===== config.mk =====
export PLATFORM = sky130hd
export DESIGN_NAME = uart_msg_tx
export DESIGN_NICKNAME = d
export VERILOG_FILES = /design/src/rtl/uart_msg_tx.sv
export SDC_FILE = /design/constraint.sdc
export NUM_CORES = 1
export LEC_CHECK = 0
export ABC_AREA = 0
export CORE_UTILIZATION = 60
export CTS_CLUSTER_SIZE = 20
export DETAILED_ROUTE_END_ITERATION = 8
export PLACE_DENSITY = 0.86
export SLEW_MARGIN = 15
export SYNTH_ARGS = -nofsm -noshare
export SYNTH_HDL_FRONTEND = slang
export SYNTH_SLANG_ARGS = --single-unit
export TNS_END_PERCENT = 10

===== constraint.sdc =====
create_clock -name clk -period 9.3 [get_ports clk]
set_input_delay 1.86 -clock clk [delete_from_list [all_inputs] [get_ports clk]]
set_output_delay 1.86 -clock clk [all_outputs]
set_load 0.05 [all_outputs]

===== src/rtl/uart_msg_tx.sv =====
// uart_msg_tx: streams a message of bytes from an external synchronous memory
// out as UART frames (start bit, 8 data bits LSB first, optional parity,
// STOP_BITS stop bits). The next byte is prefetched during the stop bits so
// frames follow each other with no idle gap.
// Optional feature: define UART_PARITY_EN to insert a parity bit after D7.
module uart_msg_tx #(
  parameter int CLKS_PER_BIT = 868,
  parameter int ADDR_WIDTH   = 6,
  parameter int STOP_BITS    = 1,
  parameter bit PARITY_ODD   = 1'b0
) (
  input  logic                  clk,
  input  logic                  rst,
  input  logic                  start,
  input  logic [ADDR_WIDTH-1:0] base_addr,
  input  logic [ADDR_WIDTH:0]   msg_len,
  input  logic                  abort,
  output logic                  ready,
  output logic                  done,
  output logic [ADDR_WIDTH-1:0] mem_raddr,
  input  logic [7:0]            mem_rdata,
  output logic                  uart_tx
);

  localparam int CLK_W = (CLKS_PER_BIT > 1) ? $clog2(CLKS_PER_BIT) : 1;
  localparam int CNT_W = $clog2((2 ** ADDR_WIDTH) + 1);
  localparam logic [CLK_W-1:0] CLK_LAST  = CLK_W'(CLKS_PER_BIT - 1);
  localparam logic [2:0]       STOP_LAST = 3'(STOP_BITS - 1);

`ifdef UART_PARITY_EN
  typedef enum logic [2:0] {IDLE, FETCH, LOAD, START_BIT, DATA, PARITY, STOP} state_t;

  function automatic logic frame_parity(input logic [7:0] b);
    return (^b) ^ PARITY_ODD;
  endfunction

  logic par_q, par_d;
`else
  typedef enum logic [2:0] {IDLE, FETCH, LOAD, START_BIT, DATA, STOP} state_t;

  // Parity sense has no meaning when frames carry no parity bit.
  logic unused_parity_odd;
  assign unused_parity_odd = PARITY_ODD;
`endif

  state_t                state_q, state_d;
  logic [CLK_W-1:0]      clk_cnt_q, clk_cnt_d;
  logic [2:0]            bit_cnt_q, bit_cnt_d;
  logic [CNT_W-1:0]      rem_q, rem_d;
  logic [ADDR_WIDTH-1:0] mem_raddr_q, mem_raddr_d;
  logic                  uart_tx_q, uart_tx_d;
  logic                  done_q, done_d;
  logic                  abort_q, abort_d;
  logic [7:0]            shift_q, shift_d;

  logic bit_end;
  logic last_byte;

  assign bit_end   = (clk_cnt_q == CLK_LAST);
  assign last_byte = (rem_q == CNT_W'(1));

  // Next-state, counter and line-level logic for the frame sequencer.
  always_comb begin
    state_d     = state_q;
    clk_cnt_d   = clk_cnt_q;
    bit_cnt_d   = bit_cnt_q;
    rem_d       = rem_q;
    mem_raddr_d = mem_raddr_q;
    uart_tx_d   = uart_tx_q;
    done_d      = 1'b0;
    abort_d     = abort_q | abort;
    shift_d     = shift_q;
`ifdef UART_PARITY_EN
    par_d       = par_q;
`endif
    case (state_q)
      IDLE: begin
        abort_d   = 1'b0;
        clk_cnt_d = '0;
        bit_cnt_d = '0;
        uart_tx_d = 1'b1;
        if (start) begin
          if (msg_len == '0) begin
            done_d = 1'b1;
          end else begin
            state_d     = FETCH;
            mem_raddr_d = base_addr;
            rem_d       = CNT_W'(msg_len);
          end
        end
      end
      FETCH: begin
        if (abort) begin
          state_d = IDLE;
          rem_d   = '0;
          done_d  = 1'b1;
        end else begin
          state_d = LOAD;
        end
      end
      LOAD: begin
        if (abort || abort_q) begin
          state_d = IDLE;
          rem_d   = '0;
          done_d  = 1'b1;
        end else begin
          state_d   = START_BIT;
          shift_d   = mem_rdata;
`ifdef UART_PARITY_EN
          par_d     = frame_parity(mem_rdata);
`endif
          uart_tx_d = 1'b0;
          clk_cnt_d = '0;
        end
      end
      START_BIT: begin
        clk_cnt_d = clk_cnt_q + 1'b1;
        if (bit_end) begin
          clk_cnt_d = '0;
          bit_cnt_d = '0;
          state_d   = DATA;
          uart_tx_d = shift_q[0];
          shift_d   = {1'b0, shift_q[7:1]};
        end
      end
      DATA: begin
        clk_cnt_d = clk_cnt_q + 1'b1;
        if (bit_end) begin
          clk_cnt_d = '0;
          if (bit_cnt_q == 3'd7) begin
            bit_cnt_d = '0;
`ifdef UART_PARITY_EN
            state_d   = PARITY;
            uart_tx_d = par_q;
`else
            state_d   = STOP;
            uart_tx_d = 1'b1;
            if (!last_byte) mem_raddr_d = mem_raddr_q + 1'b1;
`endif
          end else begin
            bit_cnt_d = bit_cnt_q + 1'b1;
            uart_tx_d = shift_q[0];
            shift_d   = {1'b0, shift_q[7:1]};
          end
        end
      end
`ifdef UART_PARITY_EN
      PARITY: begin
        clk_cnt_d = clk_cnt_q + 1'b1;
        if (bit_end) begin
          clk_cnt_d = '0;
          bit_cnt_d = '0;
          state_d   = STOP;
          uart_tx_d = 1'b1;
          if (!last_byte) mem_raddr_d = mem_raddr_q + 1'b1;
        end
      end
`endif
      STOP: begin
        clk_cnt_d = clk_cnt_q + 1'b1;
        // Prefetched byte is valid in the second cycle of the first stop bit.
        if (bit_cnt_q == '0 && clk_cnt_q == CLK_W'(1)) begin
          shift_d = mem_rdata;
`ifdef UART_PARITY_EN
          par_d   = frame_parity(mem_rdata);
`endif
        end
        if (bit_end) begin
          clk_cnt_d = '0;
          if (bit_cnt_q == STOP_LAST) begin
            bit_cnt_d = '0;
            if (last_byte || abort_q || abort) begin
              state_d = IDLE;
              rem_d   = '0;
              done_d  = 1'b1;
            end else begin
              rem_d     = rem_q - 1'b1;
              state_d   = START_BIT;
              uart_tx_d = 1'b0;
            end
          end else begin
            bit_cnt_d = bit_cnt_q + 1'b1;
          end
        end
      end
      default: begin
        state_d   = IDLE;
        uart_tx_d = 1'b1;
      end
    endcase
  end

  // Control state; async reset drives the line idle immediately.
  always_ff @(posedge clk or posedge rst) begin
    if (rst) begin
      state_q     <= IDLE;
      clk_cnt_q   <= '0;
      bit_cnt_q   <= '0;
      rem_q       <= '0;
      mem_raddr_q <= '0;
      uart_tx_q   <= 1'b1;
      done_q      <= 1'b0;
      abort_q     <= 1'b0;
    end else begin
      state_q     <= state_d;
      clk_cnt_q   <= clk_cnt_d;
      bit_cnt_q   <= bit_cnt_d;
      rem_q       <= rem_d;
      mem_raddr_q <= mem_raddr_d;
      uart_tx_q   <= uart_tx_d;
      done_q      <= done_d;
      abort_q     <= abort_d;
    end
  end

  // Byte shifter (data only, no reset needed).
  always_ff @(posedge clk) begin
    shift_q <= shift_d;
`ifdef UART_PARITY_EN
    par_q   <= par_d;
`endif
  end

  assign ready     = (state_q == IDLE);
  assign done      = done_q;
  assign mem_raddr = mem_raddr_q;
  assign uart_tx   = uart_tx_q;

endmodule


==> metrics.yaml <==
timing:
  hold_viol: 0
  finClkSkew_ns: 0.00858
  min_period_over_period: 0.443
  rsz0062_at_grt: "no"
  slew_violations: 0
  max_freq_mhz: 243
  hold-worst-slack_ns: 0.531
  setup_viol: 0
  tns_ns: 0
  slew_headroom: 0.329
  worst_pin_slew_ns: 1.00
  min_period_ns: 4.12
worst_setup_path:
  arrival_ns: 2.26
  cp.required_ns: 7.44
  critPathMaxFanout: 19
  critPathKind: "reg -> out"
  end_kind: "output port"
  startpoint_type: "flop"
power_and_ir_drop:
  leakagePower_nw: 1.26
  powerDensity_nw_per_um2: 305
  ir_drop_mv: 0.204
outcome:
  status: "completed"
clock_tree:
  clock_sinks: 40
  cts_made_buffers: 5
  postCtsHoldBufs: 0
  clockBufferDepth: 2
  htreeDepth: 2
  path_clk_slew_ns: 0.07
  insertion_delay_ns: 0.30
  cts_setup_buffers: 0
  cts_resized: 0
  cts_root_buf: "clkbuf_8"
  tritoncts: "yes"
synth:
  ys_seq_area_frac: 0.398
  synthTopCellsByArea: "dfrtp_1 30%, edfxtp_1 9.2%, nand2_1 6.4%"
  yosys.area.top_type: "dfrtp_1"
  synthXorXnorAreaFrac: 0.0134
  synth_cells: 286
  yosys_warnings: 0
  async_flop_share: 0.800
  yosys_register_bits: 40
  synthesis.area_sq_um: 2620
  synth-compound-area-share: 0.209
  yosys.area_share.simple: 0.250
  synth_top_family_by_area: "simple AND/OR/NAND/NOR gates"
  yosys.cell_types.count: 66
  synth_fp_nets: 321
  synth_top_area_share: 0.296
  syn_area_per_cell_sq_um: 9.16
  synthMuxAreaShare: 0.0406
  synthAdderAreaFrac: 0.0478
  synth_enable_flop_cells: 8
  synth-main-ff-cell: "dfrtp_1"
final_layout:
  drive_above_1_share: 0.107
  nNetsFinal: 352
  final_common_cell: "nand2_1"
  layout_common_cells: "45 x nand2_1, 33 x clkdlybuf4s50_1, 31 x dfrtp_1"
  area_growth_syn_to_layout_pct: 17.6
  fillers: 323
  antenna_cells: 0
route:
  vias: 2323
  drt-wirelength-per-cell_microns: 16.1
  ant_nets: 0
  drtIter0Drc: 232
  via_per_inst: 6.31
  firstDrtPassIters: 4
  routed_wl_mm: 5.93
  drc: 0
global_route:
  grt_max_degree: 33
  antenna_found_initial: 0
  grt_usage: 0.280
  grt_pass1_wl_mm: 9.75
  grt_overflow: 0
  grt_pass1_vias: 2169
floorplanning:
  fp.coreArea_sq_um: 4090
  die-width_microns: 68.1
  ioPinCount: 34
  initial_utilization: 0.641
  dieArea_sq_um: 4630
  die_height_microns: 68.1
  num_rows: 23
min_path:
  hold_class: "reg -> reg"
place:
  io_buffers: 33
  gp_congestion: 0.926
  hpwl_mm: 4.22
flow_run:
  maxCapViolCount: 0
-- cell usage after synthesis (2+ instances only) --
cell type,n
nand2_1,45
dfrtp_1,31
nor2_1,27
nand3_1,17
o21ai_0,15
inv_1,12
a21oi_1,11
ha_1,10
edfxtp_1,8
nor3_1,8
o22a_1,6
a32oi_1,5
buf_2,5
mux2_2,5
mux2i_1,5
a31oi_1,4
nor2b_1,4
xor2_1,4
a22oi_1,3
nor4_1,3
o22ai_1,3
o2bb2ai_1,3
or2b_2,3
and3_1,2
nand3b_1,2
nor4_4,2
o211a_1,2
o21ai_1,2
o31ai_1,2
-- cell type report --
class | instances | area [sq um] | share of cell area
Clock inverter | 2 | 35.0 | 0.0114
Clock buffer | 6 | 72.6 | 0.0236
Multi-Input combinational cell | 224 | 1490 | 0.482
Inverter | 12 | 45.0 | 0.0146
Tap cell | 50 | 62.6 | 0.0203
Timing Repair Buffer | 34 | 338 | 0.110
Sequential cell | 40 | 1040 | 0.338
-- worst max-delay path: stages (launching register included) --
cell,delay [ns]
dfrtp_1,0.61
nor3_1,0.47
clkdlybuf4s50_1,0.88
-- where the power goes --
group	leakage (nW)	switching (mW)	total, mW	internal [mW]
logic	0.723	0.289	0.477	0.188
registers	0.486	0.0754	0.323	0.248
clock network	0.0552	0.0612	0.141	0.0796
total	1.26	0.426	0.941	0.515
-- flip-flops by register name (all words and copies together) (netlist names) --
name,cells
bit_cnt_q,3
clk_cnt_q,10
rem_q,7
state_q,3
uart_tx,1
done,1
abort_q,1
mem_raddr,6
shift_q,8
-- stage by stage --
stage	utilization	cells	area, sq um	total power [mW]	setup slack, ns
finish	0.754	368	3080	0.941	5.18
global route	0.754	368	3080	0.999	4.95
CTS	0.752	368	3070	0.934	5.19
detailed placement	0.726	360	2970	0.792	4.88
global placement	0.726	360	2970	0.776	4.96
floorplan	-	286	2620	0.672	5.07
-- kinds of logic after synthesis --
logic type / Yosys count
XOR/XNOR: 4
AND/OR/NAND/NOR: 126
multiplexers: 10
adder cells (fa/ha/maj): 10
buffers and inverters: 22
flip-flops: 40
AO/OA/AOI/OAI: 74
-- path summary, 6_finish.rpt --
kind                       startpoint      endpoint  slack [ns]  cells after the start
hold reg to reg            shift_q[2]    shift_q[1]        0.53                      2
setup reg to reg           state_q[1]    shift_q[1]        6.65                      3
setup / recovery           state_q[1]         ready        5.18                      2
min in group asynchronous         rst  mem_raddr[0]        1.95                      3
hold / removal             shift_q[2]    shift_q[1]        0.53                      2
max in group asynchronous         rst       uart_tx        7.02                      3
-- per-layer routing --
| metal | up-vias | GRT usage | wire length [microns] |
|---|---|---|---|
| li1 | 1115 | - | - |
| met1 | 1092 | 0.370 | 2640 |
| met4 | 0 | 0.0859 | 93 |
| met5 | - | 0 | 0 |
| met3 | 13 | 0.0400 | 366 |
| met2 | 103 | 0.472 | 2840 |
Note: power is estimated with default switching activity, not from simulation.
==> edit: new RTL, same settings <==
The 6 states of `state_t` get a one-hot encoding in 6 bits.
--- a/src/rtl/uart_msg_tx.sv
+++ b/src/rtl/uart_msg_tx.sv
@@ -36,7 +36,7 @@
 
   logic par_q, par_d;
 `else
-  typedef enum logic [2:0] {IDLE, FETCH, LOAD, START_BIT, DATA, STOP} state_t;
+  typedef enum logic [5:0] {IDLE = 6'b000001, FETCH = 6'b000010, LOAD = 6'b000100, START_BIT = 6'b001000, DATA = 6'b010000, STOP = 6'b100000} state_t;
 
   // Parity sense has no meaning when frames carry no parity bit.
   logic unused_parity_odd;
Function: same outputs for any inputs over 10 cycles, from zero or initial values and one cycle with rst high; not proved beyond that.
==> edit against the unedited design <==
- worst setup slack worse by 0.43 ns
- clock power barely moved
- non-clock buffer count grew 1
- register-to-register slack got worse by 0.32 ns
- clock skew is 0.0018 ns lower
- critical path depth grew 2
- synthesized area increased by 0.19%
- design area up 0.37%
- via count increased by 0.39%
- total power decreased by 18%
- routed wire length up 1.6%
- combinational power down 27%
- sequential cell count up 3
- cell count is 1.9% lower
==> edit: results <==
group,metric,value,unit
synth,ys_seq_area_frac,0.426,
cells_and_area,buffer_area_frac,0.112,
cells_and_area,finalNonFillerCells,361,
cells_and_area,seq_share,0.362,
cells_and_area,fin_nets,343,
cells_and_area,regArea,1120,sq um
setup_path,r2r_slack,6.33,ns
grt,grt_max_degree,36,
sta,hold_ws,0.528,ns
cells_and_area,fill_cells,305,
setup_path,worstRegToRegCells,4,
grt,grt_pass1_vias,2067,
synth,synth.cells.most_frequent,"33 x dfrtp_1, 28 x o21ai_0, 18 x nand2_1, 17 x nor2_1",
cells_and_area,multi_input_area_share,0.454,
cells_and_area,multi_input_comb_cells,210,
grt,grt_usage,0.286,
cells_and_area,synthToLayoutAreaGrowth,17.8,%
sta,maxSlewHeadroom,0.252,
detailed_routing,viasPerCell,6.46,
cells_and_area,buffers,35,
detailed_routing,drt_iter0_drc,272,
sta,skew,0.00676,ns
grt,grt_pass1_wl,9700,microns
sta,setup_ws,4.75,ns
detailed_routing,routed_wl,6020,microns
power_and_ir_drop,p_leak,0.00121,uW
placed_design,dp_slack,5.10,ns
outcome,outcome,"complete, no violations",
power_and_ir_drop,irDropWorstVdd,159,uV
power_and_ir_drop,p_int,448,uW
setup_path,path_max_fanout,12,
-- edit: cells by family after synthesis --
logic type / count (synthesis) / synth area share
DFF: 43 / 0.426
and+or+nand+nor: 107 / 0.234
buffers and inverters: 25 / 0.0396
muxes: 11 / 0.0477
AOI/OAI and AO/OA: 81 / 0.204
adders and majority gates: 8 / 0.0381
xor gates and xnor gates: 3 / 0.0100
-- edit: layer usage --
layer	GRT usage	part of all wire	wire length [microns]	vias up
li1	-	-	-	1116
met1	0.396	0.46	2780	1113
met2	0.444	0.47	2810	92
met3	0.0617	0.059	354	11
met4	0.0964	0.014	87	0
met5	0	0	0	-
-- edit: power groups by stage --
stage | logic [uW] | clock network (uW) | registers, uW
after floorplan | 210 | 0 | 316
after CTS | 345 | 144 | 275
after global routing | 376 | 151 | 282
after global placement | 337 | 0 | 274
final | 350 | 141 | 278
after detailed placement | 342 | 0 | 277
